`src/rtl/audio_mix_pwm.sv`:
```
// N-channel audio mixer: per-channel volume and mute, sequential accumulation
// once per PWM frame, saturating output with sticky clip flag, PWM DAC output.
module audio_mix_pwm #(
    parameter int NUM_CH   = 2,
    parameter int SAMPLE_W = 8,
    parameter int VOL_W    = 4
) (
    input  logic                       clk_in,
    input  logic                       reset_in,
    input  logic                       enable_in,
    input  logic [NUM_CH*SAMPLE_W-1:0] audio_in,
    input  logic [NUM_CH*VOL_W-1:0]    volume_in,
    input  logic [NUM_CH-1:0]          mute_in,
    input  logic                       clip_clear_in,
    output logic [SAMPLE_W-1:0]        mix_out,
    output logic                       mix_valid_out,
    output logic                       clip_out,
    output logic                       pwm_out
);

    localparam int CH_W   = (NUM_CH > 1) ? $clog2(NUM_CH) : 1;
    localparam int PROD_W = SAMPLE_W + VOL_W;
    localparam int ACC_W  = SAMPLE_W + VOL_W + $clog2(NUM_CH) + 1;
    localparam logic [ACC_W-1:0] FULL_SCALE = ACC_W'({SAMPLE_W{1'b1}});
    localparam logic [CH_W-1:0]  LAST_CH    = CH_W'(NUM_CH - 1);

    // A mix needs NUM_CH+1 cycles after the snapshot and must land before the next frame start.
    if (NUM_CH < 1 || NUM_CH + 2 > 2 ** SAMPLE_W) begin : g_param_check
        $error("audio_mix_pwm: NUM_CH must satisfy 1 <= NUM_CH <= 2**SAMPLE_W - 2");
    end

    typedef enum logic [1:0] {
        IDLE,
        ACCUM,
        SAT
    } state_t;

    state_t              state, state_next;
    logic [CH_W-1:0]     ch, ch_next;
    logic [ACC_W-1:0]    acc, acc_next;
    logic [SAMPLE_W-1:0] pwm_cnt, duty, duty_next;
    logic [SAMPLE_W-1:0] sample_q [NUM_CH];
    logic [VOL_W-1:0]    vol_q    [NUM_CH];
    logic [NUM_CH-1:0]   mute_q;
    logic [PROD_W-1:0]   prod, term;
    logic                frame_start, sat_fire, clipping;

    assign frame_start = enable_in && (pwm_cnt == '0);
    assign sat_fire    = enable_in && (state == SAT);
    assign clipping    = acc > FULL_SCALE;
    assign duty_next   = frame_start ? mix_out : duty;

    // NOTE: the snapshot registers have no reset; the FSM only reads them after a frame start has loaded them.
    always_ff @(posedge clk_in) begin
        if (frame_start && !reset_in) begin
            for (int k = 0; k < NUM_CH; k++) begin
                sample_q[k] <= audio_in[k*SAMPLE_W +: SAMPLE_W];
                vol_q[k]    <= volume_in[k*VOL_W +: VOL_W];
            end
            mute_q <= mute_in;
        end
    end

    // NOTE: every always_comb output is given a default first, so no path leaves it unassigned and no latch is inferred.
    always_comb begin
        state_next = state;
        ch_next    = ch;
        acc_next   = acc;
        prod       = PROD_W'(sample_q[ch]) * PROD_W'(vol_q[ch]);
        term       = mute_q[ch] ? '0 : (prod >> (VOL_W - 1));

        if (frame_start) begin
            state_next = ACCUM;
            ch_next    = '0;
            acc_next   = '0;
        end else if (enable_in) begin
            case (state)
                IDLE: state_next = IDLE;
                ACCUM: begin
                    acc_next = acc + ACC_W'(term);
                    if (ch == LAST_CH) begin
                        state_next = SAT;
                    end else begin
                        ch_next = ch + 1'b1;
                    end
                end
                SAT:     state_next = IDLE;
                default: state_next = IDLE;
            endcase
        end
    end

    // NOTE: sequential state uses non-blocking assignments so every register samples pre-edge values.
    always_ff @(posedge clk_in) begin
        if (reset_in) begin
            state         <= IDLE;
            ch            <= '0;
            acc           <= '0;
            pwm_cnt       <= '0;
            duty          <= '0;
            mix_out       <= '0;
            mix_valid_out <= 1'b0;
            clip_out      <= 1'b0;
            pwm_out       <= 1'b0;
        end else begin
            state <= state_next;
            ch    <= ch_next;
            acc   <= acc_next;
            duty  <= duty_next;
            if (enable_in) begin
                pwm_cnt <= pwm_cnt + 1'b1;
            end
            // Compare against the duty taking effect this edge so the first period cycle is not stale.
            pwm_out       <= enable_in && (pwm_cnt < duty_next);
            mix_valid_out <= sat_fire;
            if (sat_fire) begin
                mix_out <= clipping ? '1 : acc[SAMPLE_W-1:0];
            end
            if (sat_fire && clipping) begin
                clip_out <= 1'b1;
            end else if (clip_clear_in) begin
                clip_out <= 1'b0;
            end
        end
    end

endmodule

```
`config.mk`:
```
export PLATFORM = sky130hd
export DESIGN_NAME = audio_mix_pwm
export DESIGN_NICKNAME = d
export VERILOG_FILES = /design/src/rtl/audio_mix_pwm.sv
export SDC_FILE = /design/constraint.sdc
export NUM_CORES = 1
export LEC_CHECK = 0
export BUFFER_PORTS_ARGS = -buffer_cell sky130_fd_sc_hd__buf_4
export CAP_MARGIN = 25
export CORE_ASPECT_RATIO = 0.6
export CORE_MARGIN = 2
export CORE_UTILIZATION = 30
export DETAILED_ROUTE_END_ITERATION = 16
export GPL_TIMING_DRIVEN = 0
export PLACE_DENSITY_LB_ADDON = 0.1
export SLEW_MARGIN = 20
export SYNTH_ARGS = -nofsm -noshare
export SYNTH_HDL_FRONTEND = slang
export SYNTH_SLANG_ARGS = --single-unit
```
`constraint.sdc`:
```
create_clock -name clk_in -period 11.2 [get_ports clk_in]
set_input_delay 0 -clock clk_in [delete_from_list [all_inputs] [get_ports clk_in]]
set_output_delay 0 -clock clk_in [all_outputs]
set_load 0.05 [all_outputs]
```
# Word level (Yosys, flattened, before mapping)
# Memory sizes are Yosys's and may differ from the RTL's. A register that Yosys moved wholly into a read port is not among the register bits.
# Cells that the tools add are included.
[totals]
ff_bits = 46
ram_bits = 24
input_bits = 30
out_inout_bits = 11
wordCells = 55
memories = 2
[classes]
add_sub_neg = 3
n_mul = 1
order_cmp = 3
n_eq_ne = 4
n_mux = 18
n_reduce_logical = 13
[memory_table]
columns = ["memory", "words", "width", "rd", "rd_clocked_by_memory_dff", "wr", "line", "rtl"]
rows = [
  ["sample_q", 2, 8, 1, 1, 2, "42", "logic [SAMPLE_W-1:0] sample_q [NUM_CH];"],
  ["vol_q", 2, 4, 1, 1, 2, "43", "logic [VOL_W-1:0] vol_q [NUM_CH];"],
]
[op_table]
columns = ["operator", "n"]
rows = [
  ["$mux 8", 2],
  ["$add 14x9->14", 1],
  ["$gt 14x8->1 const B", 1],
  ["$mux 1", 13],
  ["$mul 8x4->12", 1],
  ["$mux 9", 1],
  ["$add 8x1->8 const B", 1],
  ["$logic_not 8->1", 1],
  ["$lt 8x8->1", 1],
  ["$reduce_and 2->1", 3],
  ["$logic_and 1x1->1", 5],
  ["$mux 2", 2],
  ["$reduce_bool 2->1", 2],
  ["$ne 3x3->1 const B", 1],
  ["$eq 2x1->1 const B", 1],
  ["$eq 2x2->1 const B", 1],
  ["$lt 1x2->1 const B", 1],
  ["$ne 2x2->1 const B", 1],
  ["$reduce_or 2->1", 1],
  ["$add 1x1->1 const B", 1],
  ["$logic_not 1->1", 1],
]

# Logic depth before layout (Yosys ltp)
# Gate-level depths: netlist of the first run.
[logic_depth]
depth_word = 5
ltp_mapped = 20
mapped_depth_nobuf = 19

# Worst setup path after synthesis of the first run
# No wires, ideal clock.
[synth_timing]
path_kind = "register to register"
from = "register (tool-made name)"
to = "register acc[8]"
setup_time_ns = 0.122
arrival_time_ns = 4.590
required_time_ns = 11.078
slack_ns = 6.488
stages_incl_launch_ff = 20
n_path_buf = 3
synth_period_minus_slack_ns = 4.712
path_cell_list = "dfxtp_1 buf_6 clkbuf_1 buf_1 nor2_1 a31oi_1 fa_1 fa_1 inv_1 ha_1 and2_1 a21boi_0 xnor2_1 nor2_1 ha_1 nor2b_4 o31a_4 o31ai_4 a2111oi_1 a311o_1"
[synth_rtl]
columns = ["element", "line", "rtl"]
rows = [
  ["end signal: assignment", "108", "acc <= acc_next;"],
  ["end: declaration", "40", "logic [ACC_W-1:0] acc, acc_next;"],
]

==> impl_metrics.csv, run 1 <==
group,metric,value,unit
global_route,antenna_found_initial,0,
clock_tree,cts_buffers,9,
sta,setup_ws,5.68,ns
detailed_routing,dr.pass1.iters,5,
setup_path,critPathSlowestCell,"fa_1",
detailed_routing,drc,0,
outcome,outcome,"finished, final reports clean",
global_route,grt_overflow_total,0,
synth,synth-main-ff-cell,"dfxtp_1",
global_route,grt_usage,15.0,%
synth,synth-edff-count,26,
synth,async_reset_ff_share,0,%
synth,yosysSeqAreaShare,38.7,%
finish,layout-drive-gt1-share,12.9,%
min_path,hp-class,"primary input to register",
synth,synth_area,4350,µm²
sta,post-route-period-util,49.3,%
clock_tree,path_clk_slew,0.06,ns
setup_path,start_kind,"register",
synth,synth_top_area_share,20.7,%
floorplanning,fp.coreArea,14300,µm²
floorplanning,dieWidth,159,µm
synth,synthTopCellsByArea,"dfxtp_1, edfxtp_1, ha_1",
synth,synth_top_cell_by_area,"dfxtp_1",
clock_tree,clock_sinks,71,
pwr,p_sw,0.000223,W
pwr,ir_worst_vdd,0.0766,mV
setup_path,cpPeakStageDelay,0.52,ns
place,pre_cts_ws,5.72,ns
finish,syn_to_final_growth,26.2,%
place,hpwl,8590,µm
synth,synth_common_cells,"nor2_1, dfxtp_1, ha_1, nand2_1",
global_route,grt_max_degree,27,
setup_path,end_kind,"register",
pwr,swShare,28.9,%
finish,final_nets,599,
floorplanning,initial_core_util,30.3,%
job,max_cap_viol_count,0,
synth,synth_most_common_cell,"nor2_1",
finish,multi_input_area,2490,µm²
setup_path,crit_chain,"buf_6 -> clkbuf_1 -> buf_1 -> a32oi_1 -> fa_1 -> fa_1 -> inv_1 -> ha_1 -> a21oi_1 -> a21boi_0 -> o2bb2ai_1 -> mux2i_1 -> ha_1 -> a21oi_1 -> nand2_1 -> o2111ai_1 -> a2111o_1 -> o21ai_0",
clock_tree,cts_tree,"built",
sta,layout_min_cycle_time,5.52,ns
sta,fmax,181,MHz
clock_tree,clockBufferDepth,2,
detailed_routing,drt_iter0_markers,192,
pwr,cellLeakagePower,2.26,nW
finish,fillers,1429,
pwr,p_int,0.000548,W
clock_tree,post_cts_buffers,0,
detailed_routing,vias,3630,
sta,tns,0,ns
synth,avgSynthCellArea,9.73,µm²
sta,hold_viol,0,
global_route,grt_pass1_vias,3389,
setup_path,cp.required,11.42,ns
global_route,grt_pass1_wl,18300,µm
detailed_routing,routed_wl,11300,µm
pwr,p_clk_share,41.4,%
synth,syn-num-nets,522,
synth,synth.distinct_cells,62,
clock_tree,clk-insertion-delay-late,0.34,ns
synth,ys_seq_elements,71,
sta,rsz0062_at_grt,"false",
sta,clock-skew-final,0.00764,ns
detailed_routing,vias_per_cell,4.99,
pwr,combPwrFrac,21.7,%
clock_tree,root_buffer,"clkbuf_16",
sta,setup_viol,0,
sta,max_slew_margin,50.0,%
synth,syn_inst,447,
setup_path,critPathKind,"register to register",
detailed_routing,ant_nets,0,
setup_path,cp.arrival,5.74,ns
clock_tree,cts_max_level,3,
clock_tree,cts_resized,0,
detailed_routing,wire_per_inst,15.6,µm
finish,regArea,1680,µm²
pwr,power.density,141,nW/µm²
sta,worstMarginPinSlew,0.729,ns
pwr,seq_power_share,37.0,%
finish,diodes,0,
synth,synth_warnings,0,
floorplanning,die_area,15500,µm²
sta,final-max-slew-violation-count,0,
floorplanning,core.rowCount,34,
floorplanning,ios,41,
place,gp_congestion,0.777,
setup_path,crit_fanout,10,
place,port_buffers,39,
floorplanning,die_y,97.3,µm
per-layer routing:
metal	wire [µm]	part of all wire (%)	track usage [%]
met5	0	0	0
met4	71	0.63	3.57
met3	415	3.7	3.41
met1	6680	59	24.9
met2	4160	37	18.6
flip-flops by register name, summed over array words and instances, names as in the netlist, named ones only:
name and flops:
mix_out 8, duty 8, clip_out 1, pwm_out 1, acc 14, mix_valid_out 1, ch 1, vol_q 8
sample_q 16, pwm_cnt 8, mute_q 2, state 2
power by group through the flow:
stage | combinational, W | clock [W] | sequential [W]
6_report | 0.000167 | 0.000319 | 0.000285
5_1_grt | 0.000189 | 0.000338 | 0.000286
4_1_cts | 0.000168 | 0.000329 | 0.000285
3_5_place_dp | 0.000159 | 0 | 0.000291
3_3_place_gp | 0.000156 | 0 | 0.000291
2_1_floorplan | 0.000118 | 0 | 0.000288
critical path: cells and delay by family, from the launching register on:
kind	cells	cell delay, ns
AO/OA/AOI/OAI	8	1.99
adder cells (fa/ha/maj)	4	1.66
buffers and inverters	4	1.05
flip-flops	1	0.35
multiplexers	1	0.22
AND/OR/NAND/NOR	1	0.13
path summary, 6_finish.rpt:
check | depth (start not counted) | to | start | slack (ns)
worst min register to register | 2 | acc[3]$_SDFFE_PP0P_ | acc[3]$_SDFFE_PP0P_ | 0.48
worst max register to register | 18 | acc[13]$_SDFFE_PP0P_ | register | 5.68
worst max-delay path | 18 | acc[13]$_SDFFE_PP0P_ | register | 5.68
worst min-delay path | 2 | mix_out[6]$_SDFFE_PP0P_ | reset_in | 0.10
cells in the final DEF, fill, tap and decap left out, types with 6 or more instances in the layout:
| cell | n |
|---|---|
| nor2_1 | 45 |
| dfxtp_1 | 45 |
| buf_4 | 40 |
| nand2_1 | 32 |
| ha_1 | 32 |
| inv_1 | 30 |
| a21oi_1 | 30 |
| dlygate4sd3_1 | 27 |
| edfxtp_1 | 26 |
| nor3_1 | 20 |
| o21ai_0 | 19 |
| a22o_1 | 13 |
| fa_1 | 13 |
| mux2i_1 | 12 |
| clkbuf_1 | 10 |
| nor2b_1 | 9 |
| clkbuf_16 | 9 |
| o21a_1 | 8 |
| a32o_1 | 7 |
| nand3_1 | 7 |
| a32oi_1 | 6 |
metrics by stage:
stage          util, %  hold slack (ns)  total power [W]  std cells  cell area (µm²)
3_3_place_gp      34.1            0.179         0.000447        684             4890
3_5_place_dp      34.2            0.179         0.000449        684             4900
4_1_cts           38.3           0.0934         0.000781        727             5490
2_1_floorplan        -           0.0989         0.000407        447             4350
6_report          38.3            0.103         0.000771        727             5490
5_1_grt           38.3            0.111         0.000814        727             5490
timing repair:
action / CTS / global route
hold endpoints to repair: 27 / 0
hold buffers: 27 / 0
setup endpoints to repair: 0 / 0
layout make-up:
cell class | count | share of cell area (%)
multi-input cells | 331 | 45.4
clock buffers | 10 | 4.17
plain buffers | 15 | 1.28
clock inverters | 6 | 1.66
flip-flops and latches | 71 | 30.6
repair buffers | 66 | 10.3
well taps | 198 | 4.51
inverters | 30 | 2.05
kinds of logic after synthesis:
| family | Yosys count | share of synthesized area [%] |
|---|---|---|
| compound gates | 114 | 19.1 |
| xor+xnor | 9 | 1.81 |
| fa+ha+maj | 45 | 15.2 |
| buf+inv | 45 | 4.20 |
| flops | 71 | 38.7 |
| mux | 13 | 3.02 |
| simple gates | 150 | 18.0 |
No activity file was read; power rests on OpenSTA's default activity.
==> inputs of run 2 (changes only) <==
==> constraint.sdc (replaced) <==
create_clock -name clk_in -period 5.71 [get_ports clk_in]
set_input_delay 0 -clock clk_in [delete_from_list [all_inputs] [get_ports clk_in]]
set_output_delay 0 -clock clk_in [all_outputs]
set_load 0.05 [all_outputs]
==> impl_metrics.csv, run 2 (synthesized netlist as in run 1, its figures left out) <==
group,metric,value,unit
sta,clock-skew-final,0.00801,ns
setup_path,critPathKind,"register to register",
global_route,antenna_found_initial,0,
finish,final_cell_area,5490,µm²
floorplanning,dieWidth,159,µm
floorplanning,ios,41,
sta,max_slew_margin,48.7,%
clock_tree,cts_buffers,9,
place,hpwl,8590,µm
global_route,grt_pass1_wl,18300,µm
setup_path,crit_chain,"buf_6 -> and2_1 -> clkbuf_1 -> a22o_1 -> fa_1 -> inv_1 -> fa_1 -> inv_1 -> ha_1 -> nor2b_1 -> o31ai_1 -> nand2b_1 -> o21a_1 -> nor3_1 -> ha_1 -> o211a_1 -> o31a_4 -> o31ai_4 -> a2111oi_1 -> a311o_1",
finish,layout-drive-gt1-share,13.3,%
place,port_buffers,39,
min_path,min-delay-start,"reset_in",
pwr,power.density,276,nW/µm²
place,dp_cells,684,
global_route,grt_max_degree,27,
setup_path,critPathSlowestCell,"fa_1",
sta,hold_viol,0,
pwr,p_total,0.00151,W
setup_path,cp.required,5.93,ns
setup_path,end_kind,"register",
global_route,grt_pass1_vias,3389,
detailed_routing,drt_iter0_markers,208,
detailed_routing,routed_wl,11400,µm
sta,rsz0062_at_grt,"false",
sta,post-route-period-util,91.7,%
floorplanning,die_y,97.3,µm
sta,fmax,191,MHz
setup_path,cpPeakStageDelay,0.54,ns
clock_tree,clockBufferDepth,2,
clock_tree,cts_max_level,3,
place,placed_cell_area,4900,µm²
pwr,cellLeakagePower,2.26,nW
finish,regMostFlops,"sample_q",
floorplanning,fp.coreArea,14300,µm²
clock_tree,clk-insertion-delay-late,0.34,ns
detailed_routing,vias,3634,
pwr,ir_worst_vdd,0.150,mV
sta,final-max-slew-violation-count,0,
finish,final_nets,598,
floorplanning,die_area,15500,µm²
finish,diodes,0,
detailed_routing,dr.pass1.iters,5,
setup_path,start_kind,"register",
finish,largest_register_ffs,16,
floorplanning,core.rowCount,34,
sta,setup_viol,0,
clock_tree,path_clk_slew,0.06,ns
finish,syn_to_final_growth,26.3,%
detailed_routing,ant_nets,0,
sta,tns,0,ns
detailed_routing,wire_per_inst,15.7,µm
floorplanning,initial_core_util,30.3,%
sta,worstMarginPinSlew,0.748,ns
setup_path,crit_fanout,19,
setup_path,crit_family,"compound AO/OA/AOI/OAI gates",
global_route,grt_overflow_total,0,
job,max_cap_viol_count,0,
detailed_routing,drc,0,
place,gp_congestion,0.777,
detailed_routing,vias_per_cell,5.01,
finish,final_cells,726,
global_route,grt_usage,15.0,%
sta,layout_min_cycle_time,5.23,ns
finish,most-common-layout-cells,"nor2_1, dfxtp_1, buf_4",
min_path,hp-class,"primary input to register",
setup_path,path_buf_inv,4,
outcome,outcome,"finished, final reports clean",
clock_tree,root_buffer,"clkbuf_16",
clock_tree,clock_sinks,71,
clock_tree,cts_tree,"built",
setup_path,cp.arrival,5.46,ns
finish,largest_registers,"sample_q (16), acc (14)",
[run 2: cell count changes in the layout (fill, tap and decap cells not counted), sizes merged]
cell  delta
buf      -1
[run 2: final timing paths]
check | cells past startpoint | slack [ns] | to
worst max-delay path | 20 | 0.48 | acc[8]$_SDFFE_PP0P_
worst min-delay path | 2 | 0.1 | mix_out[6]$_SDFFE_PP0P_
worst max register to register | 20 | 0.48 | acc[8]$_SDFFE_PP0P_
worst min register to register | 2 | 0.48 | acc[3]$_SDFFE_PP0P_
[run 2: repair_timing]
| item | in CTS | in global routing |
|---|---|---|
| hold buffers | 27 | 0 |
| gates resized for setup | 0 | 2 |
| setup buffers | 0 | 0 |
| endpoints found under the setup margin | 0 | 6 |
| hold endpoints to repair | 27 | 0 |
[run 2: layout make-up]
cell class                 count  area (µm²)
fill                        1430        8840
multi-input combinational    331        2500
sequential                    71        1680
timing repair buffer          66         563
tap                          198         248
clock buffer                  10         229
inverter                      30         113
clock inverter                 6        91.3
buffer                        14        67.6
[run 2: report_power, final]
group	leakage, nW	internal [W]	total (W)	switching [W]
clock	0.154	0.000386	0.000627	0.000240
sequential	0.604	0.000543	0.000559	0.0000167
combinational	1.51	0.000146	0.000328	0.000182
[run 2: through the flow]
stage	hold slack [ns]	setup WS (ns)	util, %
2_1_floorplan	0.0989	0.998	-
3_3_place_gp	0.179	0.264	34.1
3_5_place_dp	0.179	0.226	34.2
4_1_cts	0.0934	0.179	38.3
5_1_grt	0.111	0.221	38.3
6_report	0.0997	0.475	38.3
[run 2: layer usage]
layer	vias to the layer above	GRT usage [%]	share of wire [%]
met2	83	18.6	37
met3	9	3.41	5.4
met5	-	0	0
met1	1744	24.9	57
met4	0	3.57	0.62
li1	1798	-	-
==> inputs of run 3 (changes only) <==
==> constraint.sdc (replaced) <==
create_clock -name clk_in -period 5.2 [get_ports clk_in]
set_input_delay 0 -clock clk_in [delete_from_list [all_inputs] [get_ports clk_in]]
set_output_delay 0 -clock clk_in [all_outputs]
set_load 0.05 [all_outputs]
==> impl_metrics.csv, run 3 (synthesized netlist as in run 1, its figures left out) <==
group,metric,value,unit
sta,hold_viol,0,
global_route,antenna_found_initial,0,
sta,finalHoldWorstSlack,0.103,ns
setup_path,rr_endpoint,"acc[8]$_SDFFE_PP0P_",
sta,setup_ws,0.199,ns
setup_path,crit_fanout,10,
clock_tree,clk-insertion-delay-late,0.34,ns
detailed_routing,ant_nets,0,
place,port_buffers,39,
clock_tree,cts_max_level,3,
detailed_routing,wire_per_inst,15.7,µm
sta,fmax,200,MHz
floorplanning,core.rowCount,34,
floorplanning,fp.coreArea,14300,µm²
sta,setup_viol,0,
detailed_routing,routed_wl,11400,µm
finish,regMostFlops,"sample_q",
floorplanning,dieWidth,159,µm
pwr,cellLeakagePower,2.26,nW
sta,layout_min_cycle_time,5.00,ns
sta,worstMarginPinSlew,0.760,ns
setup_path,cp.required,5.42,ns
sta,max_slew_margin,49.2,%
floorplanning,initial_core_util,30.3,%
min_path,min_to,"mix_out[6]$_SDFFE_PP0P_",
finish,most-common-layout-cells,"nor2_1, dfxtp_1, buf_4",
sta,final-max-slew-violation-count,0,
min_path,min-delay-start,"reset_in",
finish,fin_util,38.4,%
global_route,grt_pass1_wl,18300,µm
clock_tree,root_buffer,"clkbuf_16",
setup_path,end_kind,"register",
global_route,grt_overflow_total,0,
finish,fillers,1431,
sta,post-route-period-util,96.2,%
clock_tree,cts_buffers,9,
setup_path,ff2ff_setup_slack,0.20,ns
place,gp_congestion,0.777,
clock_tree,post_cts_buffers,0,
outcome,outcome,"finished, final reports clean",
finish,largest_registers,"sample_q (16), acc (14)",
detailed_routing,drc,0,
min_path,hp-class,"primary input to register",
floorplanning,die_y,97.3,µm
floorplanning,die_area,15500,µm²
finish,syn_to_final_growth,26.7,%
finish,largest_register_ffs,16,
finish,diodes,0,
global_route,grt_usage,15.0,%
detailed_routing,dr.pass1.iters,5,
clock_tree,clockBufferDepth,2,
setup_path,r2r_cells,19,
floorplanning,ios,41,
detailed_routing,vias_per_cell,5.01,
sta,tns,0,ns
clock_tree,clock_sinks,71,
pwr,power.density,303,nW/µm²
pwr,ir_worst_vdd,0.165,mV
clock_tree,path_clk_slew,0.06,ns
setup_path,critPathKind,"register to register",
setup_path,cp.arrival,5.23,ns
place,pre_cts_ws,-0.284,ns
setup_path,start_kind,"register",
finish,final_nets,596,
job,max_cap_viol_count,0,
finish,layout-drive-gt1-share,14.6,%
detailed_routing,vias,3629,
min_path,hold_depth,2,
detailed_routing,drt_iter0_markers,167,
global_route,grt_pass1_vias,3384,
place,hpwl,8590,µm
global_route,grt_max_degree,27,
sta,clock-skew-final,0.00891,ns
clock_tree,cts_tree,"built",
-- run 3: worst max-delay path by stage --
stage,cells past startpoint,slack [ns],to,start
floorplan,19,0.49,acc[8]$_SDFFE_PP0P_,register
global placement,19,-0.25,acc[8]$_SDFFE_PP0P_,register
detailed placement,19,-0.28,acc[8]$_SDFFE_PP0P_,register
CTS,20,0.002,acc[8]$_SDFFE_PP0P_,register
global route,19,-0.004,acc[8]$_SDFFE_PP0P_,register
finish,19,0.20,acc[8]$_SDFFE_PP0P_,register
-- run 3: area by class of cell --
class	count	area [µm²]	area share (%)
Buffer	12	66.3	1.20
Clock buffer	10	229	4.16
Clock inverter	6	91.3	1.66
Inverter	30	113	2.04
Multi-Input combinational cell	331	2520	45.7
Sequential cell	71	1680	30.5
Tap cell	198	248	4.50
Timing Repair Buffer	66	563	10.2
-- run 3: where the power goes --
part / leakage (nW) / switching (W) / internal [W] / total, W
Sequential: 0.604 / 0.0000182 / 0.000596 / 0.000614
Combinational: 1.51 / 0.000202 / 0.000163 / 0.000365
Clock: 0.154 / 0.000263 / 0.000424 / 0.000688
Total: 2.26 / 0.000484 / 0.00118 / 0.00167
-- run 3: metal layers --
metal  track usage (%)  vias to the layer above  wire, µm
met1              24.9                     1746      6660
met3              3.41                        8       471
met5                 0                        -         0
met2              18.5                       80      4170
met4              3.57                        0        66
li1                  -                     1795         -
-- run 3: timing repair --
| item | in CTS | in global routing |
|---|---|---|
| hold buffers | 27 | 0 |
| gates resized for setup | 2 | 12 |
| endpoints found under the setup margin | 8 | 7 |
| hold endpoints to repair | 27 | 0 |
| gates cloned | 0 | 0 |
| pin swaps | 0 | 1 |
-- run 3: through the flow --
step                cell area (µm²)  total power (W)  std cells
global route                   5510          0.00176        724
detailed placement             4900         0.000968        684
floorplan                      4350         0.000876        447
finish                         5510          0.00167        724
global placement               4890         0.000962        684
CTS                            5490          0.00168        727
-- run 3: critical path, cell delays in order (launching register included) --
cell	delay, ns
dfxtp_1	0.32
buf_6	0.14
nor2b_1	0.57
a22o_1	0.29
fa_1	0.40
inv_1	0.09
fa_1	0.39
inv_1	0.07
ha_1	0.27
nor2b_1	0.18
o31ai_2	0.35
nand2b_1	0.12
o21a_1	0.18
nor3_1	0.20
ha_2	0.35
o211a_1	0.13
o31a_4	0.13
o31ai_4	0.25
a2111oi_1	0.11
a311o_1	0.32
